--- config.mk ---
export PLATFORM = sky130hd
export DESIGN_NAME = alarm_bank
export DESIGN_NICKNAME = d
export VERILOG_FILES = /design/src/rtl/alarm_bank.sv
export SDC_FILE = /design/constraint.sdc
export NUM_CORES = 1
export LEC_CHECK = 0
export BUFFER_PORTS_ARGS = -buffer_cell sky130_fd_sc_hd__buf_4
export CAP_MARGIN = 10
export CELL_PAD_IN_SITES_DETAIL_PLACEMENT = 0
export CELL_PAD_IN_SITES_GLOBAL_PLACEMENT = 1
export CORE_MARGIN = 4
export CORE_UTILIZATION = 49
export CTS_CLUSTER_SIZE = 14
export DETAILED_ROUTE_END_ITERATION = 8
export MAX_ROUTING_LAYER = met4
export PLACE_DENSITY = 0.92
export SETUP_SLACK_MARGIN = 0.4
export SYNTH_ARGS = -nofsm -noshare
export SYNTH_HDL_FRONTEND = slang
export SYNTH_SLANG_ARGS = --single-unit
--- constraint.sdc ---
create_clock -name CLK -period 1.9 [get_ports CLK]
set_input_delay 0.38 -clock CLK [delete_from_list [all_inputs] [get_ports CLK]]
set_output_delay 0.38 -clock CLK [all_outputs]
set_load 0.01 [all_outputs]
--- src/rtl/alarm_bank.sv ---
// Alarm bank: NUM_ALARMS programmable alarm channels compared against the
// current clock time, with a single ring/snooze sequencer shared by all
// channels. Define ALARM_SNOOZE_EN to build the snooze path; without it the
// SNOOZE input is ignored and SNOOZED is tied low.
//
//   state       | meaning
//   ------------+-----------------------------------------------------------
//   IDLE        | nothing sounding, waiting for a channel's match to rise
//   RINGING     | RING_IDX channel sounding, counting seconds to auto-stop
//   SNOOZE_WAIT | RING_IDX channel snoozed, counting minutes until re-ring
module alarm_bank #(
  parameter int NUM_ALARMS     = 4,
  parameter int RING_TIMEOUT_S = 60,
  parameter int SNOOZE_MIN     = 5,
  localparam int IW = (NUM_ALARMS > 1) ? $clog2(NUM_ALARMS) : 1
) (
  input  logic                  CLK,
  input  logic                  RESETN,
  input  logic                  AMPM,
  input  logic [3:0]            HOUR,
  input  logic [2:0]            MINHIGH,
  input  logic [3:0]            MINLOW,
  input  logic                  SEC_TICK,
  input  logic                  MIN_TICK,
  input  logic                  WR_EN,
  input  logic [IW-1:0]         WR_IDX,
  input  logic                  WR_AMPM,
  input  logic [3:0]            WR_HOUR,
  input  logic [2:0]            WR_MINHIGH,
  input  logic [3:0]            WR_MINLOW,
  input  logic                  WR_ENABLE,
  input  logic                  SNOOZE,
  input  logic                  STOP,
  output logic [NUM_ALARMS-1:0] MATCH,
  output logic                  RING,
  output logic [IW-1:0]         RING_IDX,
  output logic                  SNOOZED
);

`ifdef ALARM_SNOOZE_EN
  typedef enum logic [1:0] {IDLE = 2'd0, RINGING = 2'd1, SNOOZE_WAIT = 2'd2} state_t;
`else
  typedef enum logic [1:0] {IDLE = 2'd0, RINGING = 2'd1} state_t;
`endif

  logic [NUM_ALARMS-1:0] al_ampm;
  logic [NUM_ALARMS-1:0] al_en;
  logic [3:0]            al_hour    [NUM_ALARMS];
  logic [2:0]            al_minhigh [NUM_ALARMS];
  logic [3:0]            al_minlow  [NUM_ALARMS];

  logic [NUM_ALARMS-1:0] match_now, match_q, match_prev, trig;
  state_t                state_q, state_d;
  logic [7:0]            sec_cnt_q, sec_cnt_d;
  logic [IW-1:0]         ring_idx_q, ring_idx_d;

  // Lowest-index set bit wins when several channels fire together.
  function automatic logic [IW-1:0] lowest(input logic [NUM_ALARMS-1:0] v);
    logic [IW-1:0] r;
    r = '0;
    for (int i = NUM_ALARMS - 1; i >= 0; i--) begin
      if (v[i]) r = IW'(i);
    end
    return r;
  endfunction

  // Alarm register file; indices beyond the last channel match no slot.
  always_ff @(posedge CLK) begin
    if (!RESETN) begin
      al_ampm <= '0;
      al_en   <= '0;
      for (int i = 0; i < NUM_ALARMS; i++) begin
        al_hour[i]    <= '0;
        al_minhigh[i] <= '0;
        al_minlow[i]  <= '0;
      end
    end else if (WR_EN) begin
      for (int i = 0; i < NUM_ALARMS; i++) begin
        if (WR_IDX == IW'(i)) begin
          al_ampm[i]    <= WR_AMPM;
          al_hour[i]    <= WR_HOUR;
          al_minhigh[i] <= WR_MINHIGH;
          al_minlow[i]  <= WR_MINLOW;
          al_en[i]      <= WR_ENABLE;
        end
      end
    end
  end

  // Per-channel equality of the armed alarm time against the current time.
  always_comb begin
    match_now = '0;
    for (int i = 0; i < NUM_ALARMS; i++) begin
      match_now[i] = al_en[i] && (al_ampm[i] == AMPM) && (al_hour[i] == HOUR) &&
                     (al_minhigh[i] == MINHIGH) && (al_minlow[i] == MINLOW);
    end
  end

  // Registered match plus one cycle of history for rising-edge detection.
  always_ff @(posedge CLK) begin
    if (!RESETN) begin
      match_q    <= '0;
      match_prev <= '0;
    end else begin
      match_q    <= match_now;
      match_prev <= match_q;
    end
  end

  assign MATCH = match_q;
  assign trig  = match_q & ~match_prev;

`ifdef ALARM_SNOOZE_EN
  logic [3:0]            min_cnt_q, min_cnt_d;
  logic [NUM_ALARMS-1:0] ring_mask, trig_other;

  // A retrigger of the snoozed channel itself must not preempt its snooze.
  always_comb begin
    ring_mask = '0;
    for (int i = 0; i < NUM_ALARMS; i++) ring_mask[i] = (ring_idx_q == IW'(i));
  end
  assign trig_other = trig & ~ring_mask;

  // Snooze minute counter register.
  always_ff @(posedge CLK) begin
    if (!RESETN) min_cnt_q <= '0;
    else         min_cnt_q <= min_cnt_d;
  end
`else
  logic unused_snooze_inputs;
  assign unused_snooze_inputs = ^{SNOOZE, MIN_TICK};
`endif

  // Sequencer state, second counter and ringing channel registers.
  always_ff @(posedge CLK) begin
    if (!RESETN) begin
      state_q    <= IDLE;
      sec_cnt_q  <= '0;
      ring_idx_q <= '0;
    end else begin
      state_q    <= state_d;
      sec_cnt_q  <= sec_cnt_d;
      ring_idx_q <= ring_idx_d;
    end
  end

  // Next-state logic; STOP always takes priority over SNOOZE.
  always_comb begin
    state_d    = state_q;
    sec_cnt_d  = sec_cnt_q;
    ring_idx_d = ring_idx_q;
`ifdef ALARM_SNOOZE_EN
    min_cnt_d  = min_cnt_q;
`endif
    case (state_q)
      IDLE: begin
        if (|trig) begin
          state_d    = RINGING;
          ring_idx_d = lowest(trig);
          sec_cnt_d  = '0;
        end
      end
      RINGING: begin
        if (STOP) begin
          state_d = IDLE;
`ifdef ALARM_SNOOZE_EN
        end else if (SNOOZE) begin
          state_d   = SNOOZE_WAIT;
          min_cnt_d = 4'(SNOOZE_MIN);
`endif
        end else if (SEC_TICK) begin
          if (sec_cnt_q == 8'(RING_TIMEOUT_S - 1)) state_d = IDLE;
          else                                     sec_cnt_d = sec_cnt_q + 8'd1;
        end
      end
`ifdef ALARM_SNOOZE_EN
      SNOOZE_WAIT: begin
        if (STOP) begin
          state_d = IDLE;
        end else if (|trig_other) begin
          state_d    = RINGING;
          ring_idx_d = lowest(trig_other);
          sec_cnt_d  = '0;
        end else if (MIN_TICK) begin
          min_cnt_d = min_cnt_q - 4'd1;
          if (min_cnt_q == 4'd1) begin
            state_d   = RINGING;
            sec_cnt_d = '0;
          end
        end
      end
`endif
      default: state_d = IDLE;
    endcase
  end

  assign RING     = (state_q == RINGING);
  assign RING_IDX = ring_idx_q;
`ifdef ALARM_SNOOZE_EN
  assign SNOOZED  = (state_q == SNOOZE_WAIT);
`else
  assign SNOOZED  = 1'b0;
`endif

endmodule

==> impl_metrics.csv <==
group,metric,value,unit
status,outcome,"completed",
global_routing,grt_pass1_wl,10900,um
power_and_ir_drop,comb_power_share,0.093,
sta,rsz0062_at_grt,"no",
sta,finalCritPeriodShare,0.747,
routing,routedWlPerCell,16.2,um
die,initial_core_util,0.514,
job,drv_cap,0,
global_routing,grt_usage,0.177,
clock_tree,cts_root_buf,"clkbuf_8",
final_layout,layoutNonFillerInstCount,409,
clock_tree,htreeDepth,3,
die,die-height,90.6,um
synthesis,yosys-top-cells-count,"xnor2_1, and2_1, edfxtp_1",
sta,finalHoldViolCount,0,
sta,setup_tns,0,ps
synthesis,synth_seq_cells,71,
synthesis,synth_fa_ha_area_frac,0.00375,
synthesis,ys_seq_area_frac,0.557,
routing,drtPass1Iterations,4,
sta,finalSetupViolCount,0,
worst_setup_path,reg2reg_depth,4,
power_and_ir_drop,p_sw,0.000743,W
synthesis,synthXorXnorAreaFrac,0.139,
synthesis,async_flop_share,0,
routing,ant_nets,0,
sta,slew_violations,0,
final_layout,antennaDiodeCount,0,
worst_setup_path,path_max_fanout,8,
sta,max_freq,704,MHz
synthesis,synth_cell_type_count,38,
worst_setup_path,cpMaxStageDelayCell,"dfxtp_1",
routing,drcViolationCount,0,
clock_tree,worstSkewPairLatency,340,ps
place,place.gp.congestion,0.798,
worst_setup_path,crit_required,1520,ps
worst_setup_path,critPathKind,"flop to output port",
worst_setup_path,cp_num_cells,1,
synthesis,syn-cell-area,0.00334,mm^2
clock_tree,cts_tree,"done",
synthesis,synth.area.mux_share,0,
synthesis,yosysTopAreaCell,"edfxtp_1",
power_and_ir_drop,clockPowerShare,0.374,
final_layout,filler_cell_count,535,
die,num_rows,29,
clock_tree,cts_setup_buffers,0,
place,dp.cells,393,
worst_setup_path,rrSetupSlack,580,ps
synthesis,synthFlopType,"edfxtp_1",
worst_setup_path,start_kind,"flop",
place,dp_hpwl,4820,um
die,core-area,0.00649,mm^2
synthesis,yosys_warnings,0,
routing,vias,2164,
synthesis,synth_fp_nets,330,
sta,finalCriticalPeriod,1420,ps
sta,skew,9.59,ps
worst_setup_path,cp.arrival,1040,ps
die,die_x,90.6,um
worst_setup_path,critical-path-top-delay-family,"flip-flops",
power_and_ir_drop,ir_drop,482,uV
synthesis,synth_edf_count,44,
synthesis,synth.most_common_cell,"xnor2_1",
clock_tree,cts.path.max_buffers,2,
worst_setup_path,slowest_delay,510,ps
synthesis,syn_avg_cell_area,11.3,um^2
power_and_ir_drop,p_leak,1.42,nW
global_routing,grt_remaining_overflow,0,
synthesis,synth_compound_area_frac,0.0584,
synthesis,synth_top_family_by_area,"simple AND/OR/NAND/NOR gates",
global_routing,grt_pass1_vias,2207,
synthesis,synth-simple-area-share,0.206,
synthesis,synth_cells,295,
routing,drt_iter0_drc,99,
clock_tree,cts_buffers,9,
synthesis,synthTopCellsByArea,"edfxtp_1, dfxtp_1, xnor2_1",
routing,viasPerCell,5.29,
die,die_area,0.00820,mm^2
final_layout,area_delta_synth_final,16.1,%
final_layout,nets,362,
power_and_ir_drop,power.density,846,mW/mm^2
power_and_ir_drop,switching_share,0.227,
hold_path,hold_class,"input pin to flop",
global_routing,grt_max_degree,21,
routing,routed_wl,6610,um
power_and_ir_drop,sequentialPowerShare,0.533,
worst_setup_path,path_cells,"buf_4",
worst_setup_path,critPathBufInv,1,
final_layout,drive_above_1_share,0.193,
clock_tree,clock-sinks,71,
worst_setup_path,cp-end-kind,"output port",
clock_tree,clk_pin_slew_worst_paths,80,ps
place,portBuffers,38,
clock_tree,cts_hold_buf,0,
power_and_ir_drop,p_int,0.00254,W
sta,maxSlewHeadroom,0.466,
sta,tightest_slew,797,ps
global_routing,antenna_found_initial,0,
synthesis,synth_top_area_frac,0.396,
hold_path,hold_path_depth,2,
die,io_pins,42,
[stage by stage]
stage          hold WS [ps]  worst slack [ps]  power [W]  cell area (um^2)  utilization
2_1_floorplan           428               608    0.00197              3340            -
3_3_place_gp            432               211    0.00208              3660        0.564
3_5_place_dp            437               149    0.00209              3660        0.564
4_1_cts                 271               462    0.00330              3870        0.597
5_1_grt                 270               402    0.00341              3880        0.597
6_report                282               480    0.00328              3880        0.597
[per-layer routing]
metal	GRT usage	wire length, um
met1	0.211	2870
met2	0.286	3250
met3	0.0592	373
met4	0.0548	115
met5	-	0
[logic make-up (layout without fill, tap and decap cells)]
| kind of cell | after synthesis | after routing |
|---|---|---|
| other | 1 | 1 |
| AND/OR/NAND/NOR | 115 | 115 |
| AO/OA/AOI/OAI | 25 | 25 |
| adder cells (fa/ha/maj) | 1 | 1 |
| flip-flops | 71 | 71 |
| buffers and inverters | 29 | 66 |
| XOR/XNOR | 53 | 53 |
[repair_timing]
action / 4_1_cts / 5_1_grt
gates resized for setup: 0 / 1
endpoints found under the setup margin: 0 / 1
hold endpoints to repair: 0 / 0
[flip-flops by register name (all words and copies together) (netlist names)]
name and flops:
state_q 1, al_hour 16, al_ampm 4, MATCH 4, al_minhigh 12, sec_cnt_q 8, RING_IDX 2, al_minlow 16
match_prev 4, al_en 4
[power groups by stage]
stage          registers, W  logic (W)  clock network, W
2_1_floorplan       0.00178   0.000192                 0
3_3_place_gp        0.00178   0.000300                 0
3_5_place_dp        0.00178   0.000302                 0
4_1_cts             0.00175   0.000305           0.00124
5_1_grt             0.00175   0.000332           0.00132
6_report            0.00175   0.000305           0.00123
[area by class of cell]
type | instances | area, um^2 | share of cell area
multi-input combinational | 195 | 1370 | 0.352
clock inverter | 3 | 20.0 | 0.00516
clock buffer | 13 | 191 | 0.0494
tap | 77 | 96.3 | 0.0248
inverter | 9 | 33.8 | 0.00871
sequential | 71 | 1860 | 0.480
timing repair buffer | 41 | 308 | 0.0794
[final timing paths]
check | startpoint | endpoint
max | state_q[0] | RING
min | WR_ENABLE | al_en[2]
max reg2reg | sec_cnt_q[4] | sec_cnt_q[2]
min reg2reg | RING_IDX[1] | RING_IDX[1]
[placed cells by master, fill, tap and decap left out, types with 2 or more instances in the layout]
| master | Yosys | layout |
|---|---|---|
| nand3_1 | 15 | 15 |
| a22o_1 | 8 | 8 |
| and2_1 | 49 | 49 |
| a21oi_1 | 7 | 7 |
| nand2b_1 | 4 | 4 |
| edfxtp_1 | 44 | 44 |
| nor2b_1 | 3 | 3 |
| nor2_1 | 10 | 10 |
| nand2_1 | 8 | 8 |
| nor3_1 | 3 | 3 |
| dfxtp_1 | 27 | 27 |
| clkbuf_16 | 0 | 2 |
| nand4_1 | 11 | 11 |
| a21o_1 | 2 | 2 |
| nor4_1 | 4 | 4 |
| xnor2_1 | 52 | 52 |
| clkbuf_8 | 0 | 10 |
| buf_4 | 1 | 41 |
| inv_1 | 9 | 9 |
| and3_1 | 2 | 2 |
Power figures use the tool's default switching activity.
